<file path="config.mk">
export PLATFORM = sky130hd
export DESIGN_NAME = display_scan
export DESIGN_NICKNAME = d
export VERILOG_FILES = /design/src/rtl/display_scan.sv
export SDC_FILE = /design/constraint.sdc
export NUM_CORES = 1
export LEC_CHECK = 0
export BUFFER_PORTS_ARGS = -buffer_cell sky130_fd_sc_hd__buf_4
export CORE_UTILIZATION = 50
export DETAILED_ROUTE_END_ITERATION = 10
export GPL_ROUTABILITY_DRIVEN = 0
export HOLD_SLACK_MARGIN = 0.08
export PLACE_DENSITY = 0.74
export SYNTH_ARGS = -nofsm -noshare
export SYNTH_HDL_FRONTEND = slang
export SYNTH_SLANG_ARGS = --single-unit
</file>
<file path="constraint.sdc">
create_clock -name clk -period 2.5 [get_ports clk]
set_input_delay 0.125 -clock clk [delete_from_list [all_inputs] [get_ports clk]]
set_output_delay 0.125 -clock clk [all_outputs]
set_load 0.02 [all_outputs]
</file>
<file path="src/rtl/display_scan.sv">
// Multiplexed common-anode seven-segment scanner with dead time, leading-zero blanking and frame-synchronous capture.
// Optional decimal-point support is enabled by defining DISPLAY_SCAN_DP_EN.
module display_scan #(
    parameter int DIGITS   = 4,
    parameter int PRESCALE = 50000,
    parameter int DEAD     = 64
) (
    input  logic                  clk,
    input  logic                  rst,
    input  logic                  enable,
    input  logic                  lzb,
    input  logic [4*DIGITS-1:0]   digits,
`ifdef DISPLAY_SCAN_DP_EN
    input  logic [DIGITS-1:0]     dp,
    output logic                  dp_n,
`endif
    output logic [3:0]            value,
    output logic [DIGITS-1:0]     anode_n,
    output logic                  frame_tick
);

    localparam int IDX_W = (DIGITS > 1) ? $clog2(DIGITS) : 1;
    localparam int CNT_W = (PRESCALE > 1) ? $clog2(PRESCALE) : 1;

    localparam logic [0:0] ST_BLANK = 1'b0;
    localparam logic [0:0] ST_DRIVE = 1'b1;

    localparam logic [IDX_W-1:0] IDX_LAST      = IDX_W'(DIGITS - 1);
    localparam logic [CNT_W-1:0] CNT_BLANK_END = CNT_W'(DEAD - 1);
    localparam logic [CNT_W-1:0] CNT_DRIVE_END = CNT_W'(PRESCALE - DEAD - 1);

    logic [0:0]          state_q, state_d;
    logic [IDX_W-1:0]    idx_q, idx_d;
    logic [CNT_W-1:0]    cnt_q, cnt_d;
    logic [4*DIGITS-1:0] shadow_q, shadow_d;
    logic [3:0]          value_q, value_d;
    logic [DIGITS-1:0]   anode_n_q, anode_n_d;
    logic                frame_tick_q, frame_tick_d;
    logic                frame_start;
    logic [DIGITS-1:0]   dp_shadow_d;
    logic [DIGITS-1:0]   suppress;
    logic                above_nz;
    logic                show;

`ifdef DISPLAY_SCAN_DP_EN
    logic [DIGITS-1:0]   dp_shadow_q;
    logic                dp_n_q, dp_n_d;
`endif

    // Slot sequencing: BLANK tail of one slot hands over to DRIVE of the next digit.
    always_comb begin
        state_d     = state_q;
        idx_d       = idx_q;
        cnt_d       = cnt_q + 1'b1;
        shadow_d    = shadow_q;
        frame_start = 1'b0;
`ifdef DISPLAY_SCAN_DP_EN
        dp_shadow_d = dp_shadow_q;
`else
        dp_shadow_d = '0;
`endif
        if (state_q == ST_BLANK) begin
            if (cnt_q == CNT_BLANK_END) begin
                state_d = ST_DRIVE;
                cnt_d   = '0;
                idx_d   = (idx_q == IDX_LAST) ? '0 : idx_q + 1'b1;
                if (idx_d == '0) begin
                    frame_start = 1'b1;
                    shadow_d    = digits;
`ifdef DISPLAY_SCAN_DP_EN
                    dp_shadow_d = dp;
`endif
                end
            end
        end else if (cnt_q == CNT_DRIVE_END) begin
            state_d = ST_BLANK;
            cnt_d   = '0;
        end

        // Disabled looks exactly like reset, but the captured frame survives.
        if (!enable) begin
            state_d     = ST_BLANK;
            idx_d       = IDX_LAST;
            cnt_d       = '0;
            frame_start = 1'b0;
            shadow_d    = shadow_q;
`ifdef DISPLAY_SCAN_DP_EN
            dp_shadow_d = dp_shadow_q;
`endif
        end
    end

    // A digit is a leading zero when it and every digit to its left are zero with no dp set.
    always_comb begin
        above_nz = 1'b0;
        suppress = '0;
        for (int i = DIGITS - 1; i >= 0; i--) begin
            above_nz    = above_nz | (shadow_d[4*i +: 4] != 4'h0) | dp_shadow_d[i];
            suppress[i] = (i != 0) && !above_nz;
        end
    end

    // Outputs are derived from next-state values so they register in step with state/idx.
    always_comb begin
        show         = (state_d == ST_DRIVE) && !(lzb && suppress[idx_d]);
        value_d      = show ? shadow_d[4*idx_d +: 4] : 4'hF;
        anode_n_d    = '1;
        if (show) begin
            anode_n_d[idx_d] = 1'b0;
        end
        frame_tick_d = frame_start;
`ifdef DISPLAY_SCAN_DP_EN
        dp_n_d       = !(show && dp_shadow_d[idx_d]);
`endif
    end

    always_ff @(posedge clk) begin
        if (rst) begin
            state_q      <= ST_BLANK;
            idx_q        <= IDX_LAST;
            cnt_q        <= '0;
            shadow_q     <= '0;
            value_q      <= 4'hF;
            anode_n_q    <= '1;
            frame_tick_q <= 1'b0;
        end else begin
            state_q      <= state_d;
            idx_q        <= idx_d;
            cnt_q        <= cnt_d;
            shadow_q     <= shadow_d;
            value_q      <= value_d;
            anode_n_q    <= anode_n_d;
            frame_tick_q <= frame_tick_d;
        end
    end

`ifdef DISPLAY_SCAN_DP_EN
    always_ff @(posedge clk) begin
        if (rst) begin
            dp_shadow_q <= '0;
            dp_n_q      <= 1'b1;
        end else begin
            dp_shadow_q <= dp_shadow_d;
            dp_n_q      <= dp_n_d;
        end
    end

    assign dp_n = dp_n_q;
`endif

    assign value      = value_q;
    assign anode_n    = anode_n_q;
    assign frame_tick = frame_tick_q;

endmodule
</file>
* After elaboration in Yosys (flattened, before gate mapping)
Cells that the tools add are included.
Word-level totals: input port bits 20, bits in registers 44, logic and storage cells 55, memory bits (writable) 0, output and inout port bits 9, memories 0, ROM bits 0, latch bits 0
Operators by class: $lt $le $gt $ge 2, bitwise operators 6, multiply operators 0, shift operators 1, eq/ne operators 3, multiplexer cells 20, divide/modulo/power cells 0, reductions and logical operators 14, add/sub/neg operators 2
Operators by type and width (number):
- 16-bit 2-to-1 mux | 7
- 16-bit by 1-bit adder with 16-bit output (second input constant) | 1
- 16-bit == test (second input constant) | 1
- 16-bit by 6-bit == test with 1-bit output (second input constant) | 1
- 16-bit by 5-bit variable part select with 4-bit output | 1
- 4-bit nonzero test | 3
- 2-bit 2-to-1 mux | 4
- 1-bit 2-to-1 mux | 7
- 1-bit logical NOT | 4
- 4-bit inverter | 1
- 2-bit OR reduction | 2
- 4-bit OR reduction | 1
- 1-bit logical AND | 3
- 2-bit by 3-bit < comparator with 1-bit output (second input constant) | 1
- 1-bit inverter | 3
- 2-bit by 1-bit adder with 2-bit output (second input constant) | 1
- 1-bit binary-select mux with 2-bit select | 1
- 1-bit demux with 2-bit select | 1
- 2-bit == test (second input constant) | 1
- 2-bit by 1-bit greater-or-equal comparator with 1-bit output (second input constant) | 1
- 2-bit logical NOT | 1
- 1-bit OR | 2

* Logic depth before layout (Yosys ltp)
word-level depth 18, mapped depth 10, gate-level depth less buffers 8

* Least setup slack after synthesis
OpenSTA, ideal clock, no wires.
path type flip-flop to flip-flop, start point register cnt_q[12], end point register value_q[0], in the netlist value[0], clock period less this slack 2.655 ns, setup time 0.133 ns, path buffers 2, cell stages (with the launch flop) 10, slack -0.155 ns, arrival time 2.522 ns, required time 2.367 ns, path through dfxtp_1 or4_1 or4_1 buf_2 or3_4 buf_6 mux2i_1 o211ai_1 a21boi_2 nand3_1
Between the ends: longest elaborated chain between the ends 15
RTL lines:
- start, declared | line 34 | logic [CNT_W-1:0] cnt_q, cnt_d;
- start signal, assigned | line 129 | cnt_q <= cnt_d;
- 16-bit by 6-bit == test with 1-bit output | line 63 | if (cnt_q == CNT_BLANK_END) begin
- 16-bit 2-to-1 mux | line 63
- 16-bit 2-to-1 mux | line 62 | if (state_q == ST_BLANK) begin
- 16-bit 2-to-1 mux | line 81 | if (!enable) begin
- 4-bit nonzero test | line 98 | above_nz = above_nz | (shadow_d[4*i +: 4] != 4'h0) | dp_shadow_d[i];
- 1-bit OR (2 in a row) | line 98
- 1-bit logical NOT | line 99 | suppress[i] = (i != 0) && !above_nz;
- 1-bit binary-select mux with 2-bit select | line 105 | show = (state_d == ST_DRIVE) && !(lzb && suppress[idx_d]);
- 1-bit 2-to-1 mux (implied by the code) | line 105
- 1-bit logical AND | line 105
- 1-bit logical NOT | line 105
- 1-bit logical AND | line 105
- 1-bit inverter (no source line)
- 2-bit OR reduction (no source line)
- end signal, assigned | line 131 | value_q <= value_d;
- end, declared | line 36 | logic [3:0] value_q, value_d;
Parallel ways exist; a longest one is shown, timed or not. The select of a mux whose other input is x is not followed. A chain may end at the register's enable or synchronous reset.

* Worst setup path after layout
start point register cnt_q[7], end point register anode_n_q[2], in the netlist anode_n[2]
Between the ends: longest elaborated chain between the ends 15
RTL lines:
- 16-bit by 6-bit == test with 1-bit output | line 63
- 16-bit 2-to-1 mux | line 63
- 16-bit 2-to-1 mux | line 62
- 16-bit 2-to-1 mux | line 81
- 4-bit nonzero test | line 98
- 1-bit OR (2 in a row) | line 98
- 1-bit logical NOT | line 99
- 1-bit binary-select mux with 2-bit select | line 105
- 1-bit 2-to-1 mux (implied by the code) | line 105
- 1-bit logical AND | line 105
- 1-bit logical NOT | line 105
- 1-bit logical AND | line 105
- 1-bit inverter (no source line)
- 2-bit OR reduction (no source line)
- end signal, assigned | line 132 | anode_n_q <= anode_n_d;
- end, declared | line 37 | logic [DIGITS-1:0] anode_n_q, anode_n_d;
Parallel ways exist; a longest one is shown, timed or not. The select of a mux whose other input is x is not followed.

==> qor.txt <==
Run status: finished, violations left
Violated checks: negative setup slack
Layout filler cell count: 327
Slack of the worst reg-to-reg path: -30 ps
Post-detailed-placement cell area: 2421 um^2
Reported net switching power: 0.2687 mW
Die area: 4191 um^2
Non-filler instance count after layout: 326
Total power draw: 1.220 mW
Latest clock arrival within the worst-skew pair: 300 ps
Layout Utilization: 0.6929
Number of sinks handled by clock tree synthesis: 44
Maximum achievable frequency: 395.6 MHz
Total of buffers placed on input and output ports: 28
Multi-input logic area: 1067 um^2
Final setup vio count: 7
Static Leak: 0.9254 nW
Crit Reg-Reg Endpoint: anode_n[2]$_SDFF_PP1_
Overall die width: 64.74 um
Number of global-route vias before repair: 1614
Met1 Use GR: 0.3494
Share of final-layout standard cells stronger than drive strength 1: 0.2842
Count of unique library cells instantiated by Yosys: 34
Total count of max-transition violations in the final report: 0
Worst path required time: 2690 ps
Share of power burned in registers: 0.576
First-pass detailed-route iteration total: 4
Count of inserted antenna diode cells: 0
Pin count of the biggest net entering global routing: 21
Peak VDD IR: 0.2822 mV
Combinational share of power: 0.046
Most instantiated library cell after synthesis: sky130_fd_sc_hd__dfxtp_1
Cell Pwr Density: 473.8 nW/um^2
Area of all placed cells without fillers: 2575 um^2
Routed vias: 1747
Arrival @ worst endpoint: 2720 ps
Worst setup skew after layout: 7.146 ps
Number of maximum-capacitance constraint violations: 0
Clock tree from TritonCTS: done
Number of enable-type register cells in the synthesized netlist: 0
Cell area after technology mapping: 1968 um^2
Net count of the finished layout: 300
Number of placement rows: 22
Period utilization: 1.011
Switching Fraction: 0.2202
Placed wire-length estimate: 3313 um
Hold Path Stages: 3
Effective utilization at floorplan: 0.5296
Share of total power in the clock network: 0.379
Final Hold Viols: 0
Aggregate routed wire length: 4445 um
Setup Total Neg Slack: -122.7 ps
Max clock buf depth: 2
Placeable core area: 3716 um^2
Post-detailed-route wirelength per cell: 13.63 um
Slew headroom: 0.7519
Yosys top cell by area: sky130_fd_sc_hd__dfxtp_1
Area delta synth->final: 30.83%
Drt initial violations: 144
Pin slew with the least headroom to its limit: 366.9 ps
Crit path kind: reg2reg
Vias/cell: 5.359
First-pass GRT wire length: 7686 um
Number of buffers created by CTS: 5
Met3 demand-to-capacity share in global routing: 0.05458
Worst reg2reg startpoint: cnt_q[7]$_SDFF_PP0_
Net Count, Synth: 244
Die outline height: 64.74 um
Minimum setup slack after placement: -92.62 ps
Critical Path Source: cnt_q[7]$_SDFF_PP0_
Sequential cell area: 882.1 um^2
Main flop type after synthesis: sky130_fd_sc_hd__dfxtp_1
Drt drc: 0
Worst hold-check slack: 84.50 ps
Area fraction of the dominant cell type after synthesis: 0.4476
Synthesized netlist cell count: 221
Met2 GRT Util: 0.3529
Worst Setup End Kind: register
Internal power: 0.9513 mW
Antenna violations before repair: 0
Worst setup slack after layout: -27.55 ps
Setup repair after global routing missed its margin: yes
Total global-route track usage: 0.2406
Tightest Hold Check Type: in2reg
Share of synthesized flip-flops with an asynchronous set or reset: 0
Number of warnings reported in the yosys synthesis log: 0
Count of nets left with antenna violations after detail routing: 0
Biggest fanout along the worst timing path: 7
Leading post-synthesis cells by cell area: sky130_fd_sc_hd__dfxtp_1 45%, sky130_fd_sc_hd__mux2i_1 9.7%, sky130_fd_sc_hd__nor2_1 5.9%
Post-synth top cells: 44 x sky130_fd_sc_hd__dfxtp_1, 31 x sky130_fd_sc_hd__nor2_1, 26 x sky130_fd_sc_hd__nand2_1
End point of the critical path: anode_n[2]$_SDFF_PP1_
Clock-pin slew reported for the worst setup and hold paths after clock tree synthesis: 80 ps
Clock tree root buffer cell: sky130_fd_sc_hd__clkbuf_8
Count of state elements after synthesis: 44
Sequential fraction of the synthesis area: 0.4476
Mean area per synthesized cell: 8.906 um^2
Layer with the highest usage: met2
Path depth of the worst reg2reg path: 8
Maximum level of the CTS H-tree: 2
Shortest clock period the worst path allows after layout: 2528 ps
I/O pin count: 29
Total congestion overflow after global routing: 0
Placed instance count: 316
Critical path launch point type: register
layout make-up:
| cell class | instances | area share |
|---|---|---|
| Inverter | 4 | 0.005831 |
| Timing Repair Buffer | 58 | 0.1778 |
| Multi-Input combinational cell | 164 | 0.4145 |
| Clock inverter | 2 | 0.003887 |
| Sequential cell | 44 | 0.3426 |
| Tap cell | 48 | 0.02332 |
| Clock buffer | 6 | 0.03207 |
cells in the final DEF (no fill, tap or decap), types with 2 or more instances in the layout:
master | synthesis | final
sky130_fd_sc_hd__nand2_1 | 26 | 26
sky130_fd_sc_hd__nor4_1 | 10 | 9
sky130_fd_sc_hd__nand3_2 | 0 | 2
sky130_fd_sc_hd__buf_6 | 1 | 2
sky130_fd_sc_hd__a21oi_1 | 9 | 9
sky130_fd_sc_hd__buf_4 | 0 | 54
sky130_fd_sc_hd__ha_1 | 3 | 3
sky130_fd_sc_hd__nand4_1 | 3 | 3
sky130_fd_sc_hd__inv_1 | 4 | 4
sky130_fd_sc_hd__xnor2_1 | 7 | 7
sky130_fd_sc_hd__nor3_1 | 5 | 3
sky130_fd_sc_hd__clkbuf_8 | 0 | 6
sky130_fd_sc_hd__mux2i_2 | 0 | 2
sky130_fd_sc_hd__dfxtp_1 | 44 | 43
sky130_fd_sc_hd__nor3_2 | 0 | 2
sky130_fd_sc_hd__o22a_1 | 8 | 8
sky130_fd_sc_hd__nand3b_1 | 2 | 2
sky130_fd_sc_hd__xor2_1 | 7 | 7
sky130_fd_sc_hd__mux2i_1 | 19 | 17
sky130_fd_sc_hd__nand3_1 | 11 | 9
sky130_fd_sc_hd__clkinv_2 | 0 | 2
sky130_fd_sc_hd__o21ai_0 | 2 | 2
sky130_fd_sc_hd__or4_4 | 0 | 2
sky130_fd_sc_hd__nor2_1 | 31 | 31
sky130_fd_sc_hd__o211ai_1 | 2 | 2
sky130_fd_sc_hd__nand2b_1 | 5 | 5
power by group through the flow:
stage / combinational [mW] / sequential [mW] / clock (mW)
2_1_floorplan: 0.0161 / 0.719 / 0
3_3_place_gp: 0.0537 / 0.719 / 0
3_5_place_dp: 0.0539 / 0.719 / 0
4_1_cts: 0.0556 / 0.703 / 0.470
5_1_grt: 0.0603 / 0.703 / 0.499
6_report: 0.0556 / 0.703 / 0.462
critical path, cell delays in order, from the launching register on:
cell and delay [ps]:
sky130_fd_sc_hd__dfxtp_2 320, sky130_fd_sc_hd__or4_4 530, sky130_fd_sc_hd__or4_4 460, sky130_fd_sc_hd__or3_4 380, sky130_fd_sc_hd__mux2i_2 230, sky130_fd_sc_hd__o211ai_1 140
sky130_fd_sc_hd__a21boi_2 150, sky130_fd_sc_hd__buf_6 140, sky130_fd_sc_hd__nand3b_1 70
metal layers:
metal / share of wire / wire length, um
met2: 0.44 / 1958
met1: 0.51 / 2287
met5: 0 / 0
met3: 0.033 / 148
met4: 0.011 / 51
cells by family after synthesis:
logic type,after synthesis,share of synthesized area
fa+ha+maj,3,0.01907
buf+inv,13,0.03115
flops,44,0.4476
compound gates,26,0.09345
mux,19,0.09663
xor+xnor,14,0.06230
simple gates,102,0.2498
worst min path at each step:
stage | startpoint | end
2_1_floorplan | enable | idx_q[1]$_SDFF_PP1_
3_3_place_gp | enable | idx_q[1]$_SDFF_PP1_
3_5_place_dp | enable | idx_q[1]$_SDFF_PP1_
4_1_cts | digits[0] | shadow_q[0]$_SDFF_PP0_
5_1_grt | digits[8] | shadow_q[8]$_SDFF_PP0_
6_report | digits[2] | shadow_q[2]$_SDFF_PP0_
what timing repair did:
item                       4_1_cts  5_1_grt
gates resized for setup          7        3
setup buffers                    0        1
hold endpoints to repair         1        0
setup endpoints to repair        7        9
hold buffers                     1        0
sequential cells by signal, summed over array words and instances, names as in the netlist:
name,count
idx_q,2
state_q,1
cnt_q,16
frame_tick,1
anode_n,4
value,4
shadow_q,16
Power figures use the tool's default switching activity.
